$ cat src/rtl/regbank_pkg.sv
// Register bank index constants and helpers.
// Shared with the write-register select logic.
package regbank_pkg;

  localparam int REG_IDX_W = 5;
  localparam int SP_INIT_DEFAULT = 227;

  localparam logic [REG_IDX_W-1:0] REG_ZERO = 5'd0;
  localparam logic [REG_IDX_W-1:0] REG_SP   = 5'd29;
  localparam logic [REG_IDX_W-1:0] REG_RA   = 5'd31;

  function automatic logic is_zero(
    input logic [REG_IDX_W-1:0] idx
  );
    return idx == REG_ZERO;
  endfunction

endpackage

$ cat src/rtl/reg_read_port.sv
// One registered read port: r0 masking, optional write-through
// (REG_BANK_BYPASS_EN), output data and valid registers.
// Ports: clk, reset (async low), rd_en, rd_addr, mem_data in;
//        wr_en/wr_addr/wr_data in (bypass build only);
//        rd_data, rd_valid out.
module reg_read_port
  import regbank_pkg::*;
#(
  parameter int DATA_W = 32
) (
  input  logic                 clk,
  input  logic                 reset,
  input  logic                 rd_en,
  input  logic [REG_IDX_W-1:0] rd_addr,
  input  logic [DATA_W-1:0]    mem_data,
`ifdef REG_BANK_BYPASS_EN
  input  logic                 wr_en,
  input  logic [REG_IDX_W-1:0] wr_addr,
  input  logic [DATA_W-1:0]    wr_data,
`endif
  output logic [DATA_W-1:0]    rd_data,
  output logic                 rd_valid
);

  logic [DATA_W-1:0] sel;

  always_comb begin
    sel = mem_data;
`ifdef REG_BANK_BYPASS_EN
    if (wr_en && wr_addr == rd_addr)
      sel = wr_data;
`endif
    // r0 wins over any bypass hit
    if (is_zero(rd_addr))
      sel = '0;
  end

  always_ff @(posedge clk or negedge reset) begin
    if (!reset) begin
      rd_data  <= '0;
      rd_valid <= 1'b0;
    end else begin
      rd_valid <= rd_en;
      if (rd_en)
        rd_data <= sel;
    end
  end

endmodule

$ cat src/rtl/reg_bank_rd.sv
// 32x32 MIPS register bank, one write port, two registered read ports.
// Ports: clk, reset (async low), reg_wr, wr_addr, wr_data, rd_en,
//        rd_addr_a, rd_addr_b in; rd_data_a, rd_data_b, rd_valid out.
// Option: REG_BANK_BYPASS_EN enables same-edge write-through.
module reg_bank_rd
  import regbank_pkg::*;
#(
  parameter int DATA_W  = 32,
  parameter int SP_INIT = SP_INIT_DEFAULT
) (
  input  logic                 clk,
  input  logic                 reset,
  input  logic                 reg_wr,
  input  logic [REG_IDX_W-1:0] wr_addr,
  input  logic [DATA_W-1:0]    wr_data,
  input  logic                 rd_en,
  input  logic [REG_IDX_W-1:0] rd_addr_a,
  input  logic [REG_IDX_W-1:0] rd_addr_b,
  output logic [DATA_W-1:0]    rd_data_a,
  output logic [DATA_W-1:0]    rd_data_b,
  output logic                 rd_valid
);

  logic [DATA_W-1:0] regs [32];
  logic              wr_en;
  logic              va;
  logic              vb;

  assign wr_en = reg_wr && !is_zero(wr_addr);

  always_ff @(posedge clk or negedge reset) begin
    if (!reset) begin
      for (int i = 0; i < 32; i++)
        regs[i] <= (i == int'(REG_SP)) ?
                   DATA_W'(SP_INIT) : '0;
    end else if (wr_en) begin
      regs[wr_addr] <= wr_data;
    end
  end

  reg_read_port #(.DATA_W(DATA_W)) u_port_a (
    .clk      (clk),
    .reset    (reset),
    .rd_en    (rd_en),
    .rd_addr  (rd_addr_a),
    .mem_data (regs[rd_addr_a]),
`ifdef REG_BANK_BYPASS_EN
    .wr_en    (wr_en),
    .wr_addr  (wr_addr),
    .wr_data  (wr_data),
`endif
    .rd_data  (rd_data_a),
    .rd_valid (va)
  );

  reg_read_port #(.DATA_W(DATA_W)) u_port_b (
    .clk      (clk),
    .reset    (reset),
    .rd_en    (rd_en),
    .rd_addr  (rd_addr_b),
    .mem_data (regs[rd_addr_b]),
`ifdef REG_BANK_BYPASS_EN
    .wr_en    (wr_en),
    .wr_addr  (wr_addr),
    .wr_data  (wr_data),
`endif
    .rd_data  (rd_data_b),
    .rd_valid (vb)
  );

  // Both ports see the same rd_en, so the valids always agree
  assign rd_valid = va & vb;

endmodule
$ cat config.mk
export PLATFORM = sky130hd
export DESIGN_NAME = reg_bank_rd
export DESIGN_NICKNAME = d
export VERILOG_FILES = /design/src/rtl/regbank_pkg.sv /design/src/rtl/reg_read_port.sv /design/src/rtl/reg_bank_rd.sv
export SDC_FILE = /design/constraint.sdc
export NUM_CORES = 2
export LEC_CHECK = 0
export BUFFER_PORTS_ARGS = -buffer_cell sky130_fd_sc_hd__buf_2
export CORE_UTILIZATION = 58
export DETAILED_ROUTE_END_ITERATION = 10
export PLACE_DENSITY = 0.81
export SETUP_SLACK_MARGIN = 0.2
export SYNTH_ARGS = -nofsm -noshare
export SYNTH_HDL_FRONTEND = slang
export SYNTH_SLANG_ARGS = --single-unit
$ cat constraint.sdc
create_clock -name clk -period 2.2 [get_ports clk]
set_input_delay 0.22 -clock clk [delete_from_list [all_inputs] [get_ports clk]]
set_output_delay 0.22 -clock clk [all_outputs]
set_load 0.05 [all_outputs]
==> flow_summary_export.csv <==
group,metric,value,unit
status,status,"finished clean",
route,highest_layer,"met5",
floorplan,core,96700,sq um
timing,worst_pin_slew,1.13,ns
place,place_hpwl,110,mm
yosys,synth_seq_area_share,48.1,%
floorplan,io_pins,116,
critical_path,crit_type,"reg -> reg",
power,ir_drop,784,uV
timing,finalMaxSlewViolations,0,
timing,rsz0062_at_grt,"true",
critical_path,cp.required,2.76,ns
clocking,cts_inserted_buffers,112,
route,drtPass1Iterations,6,
clocking,cts_setup_buffers,0,
floorplan,start_util,58.6,%
floorplan,chipWidth,315,microns
place,numPortBuffers,115,
timing,relSlewSlack,24.3,%
yosys,yosysUniqueCellTypes,39,
place,placed_cell_area,60800,sq um
yosys,avgSynthCellArea,14.2,sq um
floorplan,die-height,315,microns
global_route,grt_max_degree,100,
critical_path,crit_path_end_kind,"register",
critical_path,cp.arrival,2.53,ns
place,gp_congestion,0.894,
floorplan,die_area,98900,sq um
power,p_leak,28.7,nW
clocking,cts.sinks,1089,
clocking,cts_tree,"built",
yosys,yosysWarnings,0,
critical_path,worstSetupStartpointType,"register",
power,p_comb_share,20.4,%
power,clock_power_share,33.3,%
hold_path,hold_class,"in -> async",
flow_run,maxCapViolCount,0,
timing,period_needed,1.97,ns
cells_and_area,area_growth,14.0,%
power,swShare,28.3,%
yosys,synth_edf_count,0,
global_route,track_usage,36.4,%
cells_and_area,layout_common_cells,"dfrtp_1 (1,084), mux2_2 (1,056), mux2i_1 (378)",
floorplan,rows,114,
clocking,clk_latency,0.71,ns
route,met3_length,20.7,mm
timing,skew,0.0290,ns
timing,max_freq,508,MHz
power,p_per_area,894,nW/um^2
route,wl_met2,81.2,mm
route,routed_wl,179,mm
yosys,syn-cell-area,56600,sq um
yosys,muxShareOfSynthArea,40.6,%
route,ant_nets,0,
yosys,synth_top_family_by_area,"multiplexers",
yosys,synth-compound-area-share,4.80,%
power,power,0.0577,W
timing,fin_crit_sh,89.5,%
critical_path,critPathMaxFanout,3,
route,wirelength_met1,66.9,mm
timing,hold_viol_final,0,
clocking,htreeDepth,3,
global_route,grt_pass1_wl,265,mm
cells_and_area,mostFrequentLayoutCell,"dfrtp_1",
yosys,ys_ff_latch,1089,
power,p_int,0.0414,W
global_route,grt_pass1_vias,40400,
yosys,synth_fa_ha_area_share,0,%
yosys,synth_xor_area_share,0,%
route,wl_per_cell,32.8,microns
route,via_count,39400,
cells_and_area,finalNetCount,4131,
yosys,synth-main-ff-cell,"dfrtp_1",
cells_and_area,final_cell_area,64600,sq um
timing,setup_viol,0,
power,pwr-share-seq,46.3,%
clocking,cts-root-buf,"clkbuf_16",
clocking,clockBufferDepth,3,
global_route,antenna_found_initial,12,
yosys,synth-simple-area-share,3.19,%
route,first_iter_violations,4744,
yosys,async_flop_share,100,%
global_route,grt_overflow,0,
route,drc,0,
yosys,syn-num-nets,4054,
power,p_switching,0.0163,W
yosys,syn_inst,4003,
clocking,cts.clk_slew.worst_paths,0.06,ns
route,viasPerCell,7.23,
cells_and_area,drive_above_1_share,48.4,%
metrics by stage:
step	setup slack (ns)	utilization (%)	hold WS, ns	std cells	setup TNS (ns)
5_1_grt	0.174	66.8	0.0372	5453	0
3_5_place_dp	-0.291	62.9	0.141	5241	-1.93
4_1_cts	0.230	66.7	0.0134	5452	0
6_report	0.231	66.8	0.0341	5456	0
2_1_floorplan	0.182	-	-0.0756	4003	0
3_3_place_gp	-0.308	62.9	0.148	5241	-1.74
critical path, cell delays in order, from the launching register on:
cell	delay, ns
dfrtp_1	0.39
mux4_2	0.48
mux2_2	0.31
a2111oi_1	0.56
a21oi_1	0.09
path summary, 6_finish.rpt:
path	start	end	slack (ns)	cells past startpoint
setup / recovery	regs[522]$_DFFE_PN0P_	u_port_b.rd_data[10]$_DFFE_PN0P_	0.23	4
hold / removal	reset	regs[849]$_DFFE_PN0P_	0.03	2
setup reg to reg	regs[522]$_DFFE_PN0P_	u_port_b.rd_data[10]$_DFFE_PN0P_	0.23	4
hold reg to reg	regs[1001]$_DFFE_PN0P_	regs[1001]$_DFFE_PN0P_	0.40	0
max in group asynchronous	reset	regs[1018]$_DFFE_PN0P_	1.15	4
min in group clk	rd_en	u_port_b.rd_valid$_DFF_PN0_	0.07	2
final cells by class:
type / count / area [sq um]
tap: 1276 / 1600
timing repair buffer: 401 / 4200
sequential: 1089 / 27300
multi-input combinational: 2474 / 27800
inverter: 2 / 7.51
fill: 6510 / 32100
clock inverter: 44 / 422
antenna: 4 / 10.0
clock buffer: 166 / 3260
power by group through the flow:
stage / logic [W] / registers (W) / clock network, W
final: 0.0118 / 0.0268 / 0.0192
after global routing: 0.0124 / 0.0271 / 0.0201
after CTS: 0.0116 / 0.0266 / 0.0193
after detailed placement: 0.0115 / 0.0269 / 0
after global placement: 0.0111 / 0.0265 / 0
after floorplan: 0.00813 / 0.0263 / 0
timing repair:
item                                    4_1_cts  5_1_grt
hold buffers                                  1        0
pin swaps                                     0        0
hold endpoints to repair                    552        0
gates cloned                                  0        0
endpoints found under the setup margin        5        5
resized for setup                             5        5
logic make-up (layout without fill, tap and decap cells):
kind of cell           Yosys count  after routing
buffers and inverters          440            613
other                            0              4
AOI/OAI and AO/OA              382            382
DFF                           1089           1089
muxes                         1758           1758
and+or+nand+nor                334            334
per-layer routing:
metal	GRT usage, %	vias up
met2	55.0	2619
met4	18.0	14
met3	9.85	623
met5	0.532	-
met1	48.8	20700
li1	-	15500
state kept, by name, indices dropped and copies added, names as in the netlist:
register,cells
u_port_b.rd_data,32
regs,1024
u_port_a.rd_data,32
u_port_b.rd_valid,1
cells in the mapped netlist, drive strengths merged, types with 5 or more instances:
cell type,count,share of area [%]
a2111oi,66,1.0
a21oi,62,0.55
a22o,60,0.93
buf,148,1.4
clkbuf,290,1.9
dfrtp,1084,48
dfstp,5,0.23
mux2,1056,21
mux2i,378,6.7
mux4,324,13
nand2,16,0.11
nand2b,66,0.73
nand3b,10,0.13
nor2,143,0.95
nor3,5,0.044
o211ai,62,0.82
o22ai,124,1.4
or3b,5,0.077
or4,64,0.85
Power figures use the tool's default switching activity.
